## config.mk

```make
export PLATFORM = sky130hd
export DESIGN_NAME = i2c_scl_gen
export DESIGN_NICKNAME = d
export VERILOG_FILES = /design/src/rtl/i2c_pkg.sv /design/src/rtl/i2c_phase_counter.sv /design/src/rtl/i2c_scl_gen.sv
export SDC_FILE = /design/constraint.sdc
export NUM_CORES = 1
export LEC_CHECK = 0
export ABC_AREA = 1
export ABC_CLOCK_PERIOD_IN_PS = 2800
export CORE_UTILIZATION = 30
export DETAILED_ROUTE_END_ITERATION = 10
export PLACE_DENSITY = 0.55
export SYNTH_ARGS = -nofsm -noshare
export SYNTH_HDL_FRONTEND = slang
export SYNTH_SLANG_ARGS = --single-unit
```

## constraint.sdc

```tcl
create_clock -name clk -period 2.8 [get_ports clk]
set_clock_uncertainty 0.2 [all_clocks]
set_input_delay 0.56 -clock clk [delete_from_list [all_inputs] [get_ports clk]]
set_output_delay 0.56 -clock clk [all_outputs]
set_load 0.03 [all_outputs]
```

## src/rtl/i2c_pkg.sv

```systemverilog
// Shared definitions for the i2cMaster SCL path: state encoding and divider defaults.
// The div_half CSR field width is exported here so the register block stays in step with the divider.
package i2c_pkg;

  typedef enum logic [1:0] {
    IDLE    = 2'd0,
    HIGH    = 2'd1,
    LOW     = 2'd2,
    STRETCH = 2'd3
  } scl_state_e;

  localparam int SCL_DIV_W      = 16;
  localparam int SCL_MIN_HALF   = 2;
  localparam int CSR_DIV_HALF_W = SCL_DIV_W;

endpackage

```

## src/rtl/i2c_phase_counter.sv

```systemverilog
// Loadable half-period counter for the SCL generator.
// Holds the running count and the latched half-period, and flags the terminal and mid-point counts.
module i2c_phase_counter
  import i2c_pkg::*;
#(
  parameter int DIV_W    = SCL_DIV_W,
  parameter int MIN_HALF = SCL_MIN_HALF
) (
  input  logic             clk,
  input  logic             reset,
  input  logic             clear,
  input  logic             load,
  input  logic [DIV_W-1:0] load_val,
  output logic             terminal,
  output logic             next_zero,
  output logic             next_mid
);

  logic [DIV_W-1:0] cnt;
  logic [DIV_W-1:0] half_q;
  logic [DIV_W-1:0] cnt_next;
  logic [DIV_W-1:0] half_next;

  always_comb begin
    cnt_next  = clear ? '0 : cnt + DIV_W'(1);
    half_next = load ? load_val : half_q;
  end

  always_ff @(posedge clk) begin
    if (reset) begin
      cnt    <= '0;
      half_q <= DIV_W'(MIN_HALF);
    end else begin
      cnt    <= cnt_next;
      half_q <= half_next;
    end
  end

  // Compares on the next values let the top register its strobes in the same cycle the count lands.
  assign terminal  = (cnt == half_q - DIV_W'(1));
  assign next_zero = (cnt_next == '0);
  assign next_mid  = (cnt_next == (half_next >> 1));

endmodule

```

## src/rtl/i2c_scl_gen.sv

```systemverilog
// SCL generator for the i2cMaster: programmable half-period, registered SCL and phase strobes.
// Define I2C_SCL_STRETCH_EN to wait on slave clock stretching at the end of every LOW phase.
module i2c_scl_gen
  import i2c_pkg::*;
#(
  parameter int DIV_W    = SCL_DIV_W,
  parameter int MIN_HALF = SCL_MIN_HALF
) (
  input  logic             clk,
  input  logic             reset,
  input  logic             busy,
  input  logic [DIV_W-1:0] div_half,
  input  logic             scl_in,
  output logic             iscl,
  output logic             scl_rise,
  output logic             scl_fall,
  output logic             sample_tick,
  output logic             drive_tick,
  output logic             stretching
);

  localparam logic [DIV_W-1:0] MIN_HALF_V = DIV_W'(MIN_HALF);

  scl_state_e       state;
  scl_state_e       state_next;
  logic [DIV_W-1:0] eff_half;
  logic             clear;
  logic             load;
  logic             terminal;
  logic             next_zero;
  logic             next_mid;

  assign eff_half = (div_half < MIN_HALF_V) ? MIN_HALF_V : div_half;

  i2c_phase_counter #(
    .DIV_W    (DIV_W),
    .MIN_HALF (MIN_HALF)
  ) u_phase_counter (
    .clk       (clk),
    .reset     (reset),
    .clear     (clear),
    .load      (load),
    .load_val  (eff_half),
    .terminal  (terminal),
    .next_zero (next_zero),
    .next_mid  (next_mid)
  );

  always_ff @(posedge clk) begin
    if (reset) begin
      state <= IDLE;
    end else begin
      state <= state_next;
    end
  end

  // The half-period is latched only when a HIGH or LOW phase begins.
  always_comb begin
    state_next = state;
    clear      = 1'b0;
    load       = 1'b0;
    case (state)
      IDLE: begin
        clear = 1'b1;
        if (busy) begin
          state_next = HIGH;
          load       = 1'b1;
        end
      end
      HIGH: begin
        if (!busy) begin
          state_next = IDLE;
          clear      = 1'b1;
        end else if (terminal) begin
          state_next = LOW;
          clear      = 1'b1;
          load       = 1'b1;
        end
      end
      LOW: begin
        if (!busy) begin
          state_next = IDLE;
          clear      = 1'b1;
        end else if (terminal) begin
          clear = 1'b1;
`ifdef I2C_SCL_STRETCH_EN
          state_next = STRETCH;
`else
          state_next = HIGH;
          load       = 1'b1;
`endif
        end
      end
`ifdef I2C_SCL_STRETCH_EN
      STRETCH: begin
        clear = 1'b1;
        if (!busy) begin
          state_next = IDLE;
        end else if (scl_in) begin
          state_next = HIGH;
          load       = 1'b1;
        end
      end
`endif
      default: begin
        state_next = IDLE;
        clear      = 1'b1;
      end
    endcase
  end

  // Outputs are decoded from the next state so they line up with the state they describe.
  always_ff @(posedge clk) begin
    if (reset) begin
      iscl        <= 1'b1;
      scl_rise    <= 1'b0;
      scl_fall    <= 1'b0;
      sample_tick <= 1'b0;
      drive_tick  <= 1'b0;
    end else begin
      iscl        <= (state_next != LOW);
      scl_rise    <= (state_next == HIGH) && next_zero;
      scl_fall    <= (state_next == LOW) && next_zero;
      sample_tick <= (state_next == HIGH) && next_mid;
      drive_tick  <= (state_next == LOW) && next_mid;
    end
  end

`ifdef I2C_SCL_STRETCH_EN
  always_ff @(posedge clk) begin
    if (reset) begin
      stretching <= 1'b0;
    end else begin
      stretching <= (state_next == STRETCH);
    end
  end
`else
  logic unused_scl_in;
  assign unused_scl_in = scl_in;
  assign stretching    = 1'b0;
`endif

endmodule
```

==> qor.csv, run 1 <==
metric;value;unit
Hold Vio Cnt, Final;0;
DR iter-0 viols;140;
Synth Register Bits;39;
number of global-route vias before repair;3008;
Worst-Skew Late Latency;300;ps
H-tree level count;2;
final worst-path cycle share;1.018;
clock tree buffer depth;2;
Final Wtd Congestion;0.8278;
Cell Count Post-Placement;705;
worst stage delay on the critical path;330;ps
CP startpoint kind;flip-flop;
Lkg Pwr;1.992;nW
pre-CTS setup slack;-227.1;ps
worst hold slack;380.3;ps
worst vdd rail ir drop;262.3;uV
# IOs;26;
layout cell share with drive strength beyond 1;0.2316;
GR Overflow Total;0;
core area;0.009819;mm^2
Routed WL per cell;11.47;um
final WL;8214;um
top cells by area, synth;dfxtp_1, nand2_1, nor2_1;
Crit path required time;2830;ps
Die X;102.8;um
most common cell after layout, fill and taps aside;nand2_1;
status;complete, but fails checks;
Synth Cell Area;0.003050;mm^2
gr usage total;0.1672;
initial antenna violation count;0;
CTS buffer count;5;
Worst setup EP type;flip-flop;
HP Class;flip-flop to flip-flop;
post-layout min period;2849;ps
Final Max Tran Viols;0;
post-synth cell types;38;
f_max;351.0;MHz
num rows;36;
Crit path max-delay family;simple AND/OR/NAND/NOR gates;
max cap viols;0;
area share of the largest cell type after synthesis;0.2559;
pin count of the biggest net entering global routing;25;
global-route wire length before repair;13740;um
Syn Inst Count;496;
detailed placement HPWL;6641;um
Root Driver;clkbuf_8;
Post-Place Cell Area;0.003905;mm^2
Worst Path Max Fanout;9;
Worst-path clk slew;80;ps
ant diodes;0;
Critical-path top delay cell;dfxtp_2;
Port-buffer cells;23;
Final Instance Area;0.004153;mm^2
fin nets;608;
Pre-Repair DR Iteration Count;4;
crit path cell chain;inv_2 -> buf_4 -> nand3_4 -> nor2_4 -> nand2_1 -> xor2_2 -> nand3_2 -> nor2_4 -> inv_2 -> nand2_4 -> buf_12 -> buf_8 -> nor2_2 -> inv_1 -> nand3_1 -> nand2_1 -> nor2_1 -> nand2_1 -> nor2_2 -> nand2_2 -> nor2_1;
most used cell, CP;nand2_1;
cell taking the most area after synthesis;dfxtp_1;
via/cell ratio;4.394;
RSZ-0062 raised after global routing;yes;
Worst Path Arrival;2880;ps
failing checks;negative setup slack;
power per cell area;376.9;mW/mm^2
register area share after synthesis;0.2559;
DRC Markers;0;
Synth Area per Inst;6.150;um^2
Final setup viols;2;
Die Y-Extent;102.8;um
clock sink count;39;
area delta synth->final;36.14;%
Ys Warns;0;
fin worst setup slack;-49.06;ps
post-route ant nets;0;
die area;0.01058;mm^2
Mapped Nets;522;
kind of critical path;flip-flop to flip-flop;
Critical path buffers and inverters;6;
CTS tree;built;
Final Non-Filler Cells;716;
Initial Util;0.3107;
Vias;3146;
most frequent cells in the layout;nand2_1, inv_1, nor2_1, buf_4, nand3_1;
[path summary, 6_finish.rpt]
check                             start                          to  slack (ps)  depth (start not counted)
max           u_phase_counter.half_q[1]                  drive_tick         -50                         21
min          u_phase_counter.half_q[11]  u_phase_counter.half_q[11]         380                          2
max reg2reg   u_phase_counter.half_q[1]                  drive_tick         -50                         21
min reg2reg  u_phase_counter.half_q[11]  u_phase_counter.half_q[11]         380                          2
[cells by family (layout without fill, tap and decap cells)]
logic type                 after synthesis  in the layout  synth area share
and+or+nand+nor                        317            317            0.4914
buffers and inverters                   89            176            0.1255
DFF                                     39             39            0.2559
AOI/OAI and AO/OA                       23             23           0.04102
xor gates and xnor gates                21             21           0.06030
adders and majority gates                6              6           0.02461
other                                    1              1          0.001229
[repair_timing]
item	in CTS	in global routing
endpoints found under the setup margin	4	13
buffers inserted	4	0
hold buffers	0	0
gates resized for setup	12	20
pin swaps	16	24
[flip-flops by register name, summed over array words and instances, names as in the netlist]
| name | flops |
|---|---|
| u_phase_counter.half_q | 16 |
| u_phase_counter.cnt | 16 |
| scl_rise | 1 |
| scl_fall | 1 |
| iscl | 1 |
| state | 2 |
| drive_tick | 1 |
| sample_tick | 1 |
[routing by layer]
metal	part of all wire	wire, um	vias up	global-route usage
li1	-	-	1708	-
met1	0.50	4089	1373	0.2174
met2	0.46	3780	57	0.2903
met3	0.030	247	8	0.01898
met4	0.012	97	0	0.04984
met5	0	0	-	0
[per-stage QoR]
stage / util / TNS [ps] / power (mW)
floorplan: - / 0 / 0.8865
global placement: 0.3977 / -435.3 / 1.046
global route: 0.4229 / -1134 / 1.656
CTS: 0.4172 / -564.2 / 1.573
finish: 0.4229 / -88.64 / 1.565
detailed placement: 0.3977 / -757.1 / 1.052
[worst register-to-register path: cells and delay by family (launching register included)]
kind / cells / cell delay, ps
buf+inv: 6 / 660
simple gates: 14 / 1420
xor+xnor: 1 / 160
flops: 1 / 330
[area by class of cell]
type	count	area, um^2
Fill cell	1082	5667
Tap cell	133	166.4
Timing Repair Buffer	94	824.5
Clock inverter	2	35.03
Multi-Input combinational cell	368	1983
Clock buffer	6	82.58
Inverter	74	277.8
Sequential cell	39	783.3
[power breakdown]
group / switching, mW / internal [mW] / total, mW
Combinational: 0.248 / 0.212 / 0.460
Clock: 0.215 / 0.289 / 0.503
Sequential: 0.0262 / 0.576 / 0.602
[synthesized netlist by cell type]
cell and count:
o21ai_0 7, and2_1 1, nand4_1 8, xnor2_1 7, inv_2 1, conb_1 1
buf_1 1, o21ai_1 1, ha_1 6, nand3_1 44, nor4_1 7, buf_4 1
nand2_1 132, a31oi_1 2, inv_1 73, nor2_4 4, clkbuf_2 1, nand2_8 1
nand3b_1 9, nor3_1 5, nand2_2 3, buf_2 4, clkbuf_1 4, nand3_2 10
nand3b_2 2, buf_12 1, a211oi_1 1, dfxtp_1 39, or2_1 1, buf_6 3
or2_2 1, o31ai_1 1, xor2_1 14, nand2_4 2, a21oi_1 10, nor2_1 78
a21o_1 1, nor2_2 9
(Power assumes the default switching activity.)
==> inputs of run 2 (changes only) <==
--- a/config.mk
+++ b/config.mk
@@ -7,9 +7,10 @@
 export LEC_CHECK = 0
 export ABC_AREA = 1
 export ABC_CLOCK_PERIOD_IN_PS = 2800
-export CORE_UTILIZATION = 30
+export CORE_UTILIZATION = 56
 export DETAILED_ROUTE_END_ITERATION = 10
-export PLACE_DENSITY = 0.55
+export HOLD_SLACK_MARGIN = 0.08
+export PLACE_DENSITY = 0.86
 export SYNTH_ARGS = -nofsm -noshare
 export SYNTH_HDL_FRONTEND = slang
 export SYNTH_SLANG_ARGS = --single-unit
==> run 2 against run 1 <==
  * The run still ends with negative setup slack left
  * Fmax down 4.2%
  * Critical path type unchanged
  * First-iteration DRC count is 72% higher
  * Via count is 12% higher
  * Sequential power up 0.7%
==> qor.csv, run 2 (synthesized netlist as in run 1, its figures left out) <==
metric;value;unit;change
status;complete, but fails checks;;
failing checks;negative setup slack;;
area delta synth->final;27.07;%;
initial antenna violation count;0;;unchanged
Lkg Pwr;1.854;nW;-6.9%
f_max;336.1;MHz;-4.2%
HP Class;flip-flop to flip-flop;;
clock sink count;39;;unchanged
core area;0.005172;mm^2;-47%
Pre-Repair DR Iteration Count;5;;+1
ant diodes;0;;unchanged
post-layout min period;2975;ps;+125.8 ps
filler cell count;332;;-69%
Largest regs;u_phase_counter.cnt x16, u_phase_counter.half_q x16, state x2;;
detailed placement HPWL;6274;um;-5.5%
fin nets;585;;-3.8%
clock tree buffer depth;2;;unchanged
Psw;0.4854;mW;-0.76%
CTS buffer count;5;;unchanged
Worst-Skew Late Latency;290;ps;about the same
most frequent cells in the layout;nand2_1, nor2_1, inv_1, buf_4, nand3_1;;
final WL;9474;um;+15%
kind of critical path;flip-flop to flip-flop;;
Initial Util;0.5897;;+0.2791
most common cell after layout, fill and taps aside;nand2_1;;
num rows;26;;-28%
worst vdd rail ir drop;440.0;uV;+68%
die area;0.005746;mm^2;-46%
Routed WL per cell;15.06;um;+31%
post-route ant nets;0;;unchanged
DR iter-0 viols;241;;+72%
Port-buffer cells;23;;unchanged
Worst-path clk slew;80;ps;about the same
Hold Vio Cnt, Final;0;;unchanged
Die Y-Extent;75.81;um;-26%
GR Overflow Total;0;;unchanged
CTS Hold Buffers Added;0;;unchanged
RSZ-0062 raised after global routing;yes;;
Vias;3520;;+12%
global-route wire length before repair;14920;um;+8.6%
Flop pwr share;0.419;;+0.034
final worst-path cycle share;1.062;;+0.04494
Worst setup EP type;flip-flop;;
Root Driver;clkbuf_8;;
power per cell area;373.4;mW/mm^2;-0.93%
Worst Path Arrival;3000;ps;+120 ps
sw frac;0.3354;;+0.02290
Cell Count Post-Placement;616;;-13%
CTS tree;built;;
Final Max Tran Viols;0;;unchanged
Final Wtd Congestion;0.8470;;+2.3%
via/cell ratio;5.596;;+27%
# IOs;26;;unchanged
Crit path required time;2830;ps;about the same
reg2reg start;u_phase_counter.half_q[1];;
pin count of the biggest net entering global routing;33;;+32%
Worst setup startpoint;u_phase_counter.half_q[1];;
internal power;0.9618;mW;-11%
gr usage total;0.3467;;+0.1795
H-tree level count;2;;unchanged
DRC Markers;0;;unchanged
hold path startpoint;u_phase_counter.half_q[14];;
layout cell share with drive strength beyond 1;0.2093;;-0.02226
number of global-route vias before repair;3278;;+9.0%
Final Non-Filler Cells;629;;-12%
clock group share of total power;0.271;;-0.051
Worst Path Max Fanout;6;;-3
worst hold slack;358.1;ps;-22.17 ps
max cap viols;0;;unchanged
Final setup viols;4;;+2
Die X;75.81;um;-26%
CP startpoint kind;flip-flop;;
part of the power in combinational logic;0.310;;+0.016
fin worst setup slack;-174.9;ps;-125.8 ps
-- run 2: cell types whose count changed in the layout (fill, tap and decap cells not counted), moves of 3 or more --
cell	change
buf_4	-23
buf_12	-3
nand3_1	-3
buf_6	+4
nand3_2	+4
-- run 2: metrics by stage --
stage               setup TNS [ps]  setup slack, ps  total power, mW  utilization  instance area (um^2)
CTS                         -265.8           -76.31            1.417       0.7388                  3821
finish                      -633.1           -174.9            1.447       0.7494                  3876
floorplan                        0            270.4           0.8865            -                  3050
detailed placement          -839.2           -301.2            1.020       0.6947                  3593
global placement            -201.8           -85.44            1.003       0.6947                  3593
global route                 -1494           -403.1            1.512       0.7494                  3876
-- run 2: timing repair --
item,in CTS,in global routing
buffers inserted,5,1
resized for setup,27,17
pin swaps,18,14
setup endpoints to repair,4,10
endpoints found under the hold margin,0,0
-- run 2: layout make-up --
class | instances | area (um^2) | share of cell area
clock buffer | 6 | 82.58 | 0.02130
clock inverter | 1 | 5.005 | 0.001291
inverter | 74 | 280.3 | 0.07230
multi-input combinational | 368 | 2013 | 0.5194
sequential | 39 | 785.8 | 0.2027
tap | 70 | 87.58 | 0.02260
timing repair buffer | 71 | 621.8 | 0.1604
-- run 2: power groups by stage --
stage / registers, mW / clock network (mW) / logic [mW]
global route: 0.608 / 0.410 / 0.494
detailed placement: 0.615 / 0 / 0.405
CTS: 0.603 / 0.386 / 0.427
floorplan: 0.609 / 0 / 0.277
global placement: 0.614 / 0 / 0.389
finish: 0.606 / 0.393 / 0.448
-- run 2: path summary, 6_finish.rpt --
check / endpoint / slack (ps) / cells past startpoint
max: scl_rise / -170 / 18
min reg2reg: u_phase_counter.half_q[14] / 360 / 2
min: u_phase_counter.half_q[14] / 360 / 2
max reg2reg: scl_rise / -170 / 18
-- run 2: routing by layer --
metal / GRT usage / vias to the layer above / routed length (um)
li1: - / 1666 / -
met1: 0.4061 / 1584 / 3638
met2: 0.5949 / 217 / 4524
met3: 0.07275 / 53 / 844
met4: 0.1790 / 0 / 466
met5: 0 / - / 0
-- run 2: worst max-delay path, cell delays in order (launching register included) --
cell     delay [ps]
dfxtp_2         340
inv_4            70
buf_4           120
nand3_2         150
nor2_2          170
nand2_1          80
nand2_1          60
nand2_1          50
nor2_1          130
nand3_2         100
nor2_4          220
inv_2            90
nand2_4         110
buf_6           140
buf_6           120
nor2_4           50
nor4_4          320
nand4_1         220
nor2_1          140
==> inputs of run 3 (changes only) <==
--- a/config.mk
+++ b/config.mk
@@ -8,6 +8,7 @@
 export ABC_AREA = 1
 export ABC_CLOCK_PERIOD_IN_PS = 2800
 export CORE_UTILIZATION = 56
+export CTS_CLUSTER_SIZE = 8
 export DETAILED_ROUTE_END_ITERATION = 10
 export HOLD_SLACK_MARGIN = 0.08
 export PLACE_DENSITY = 0.86
==> results of run 3 <==
Same layout as run 2: the final DEF is identical, and so are final timing and power.
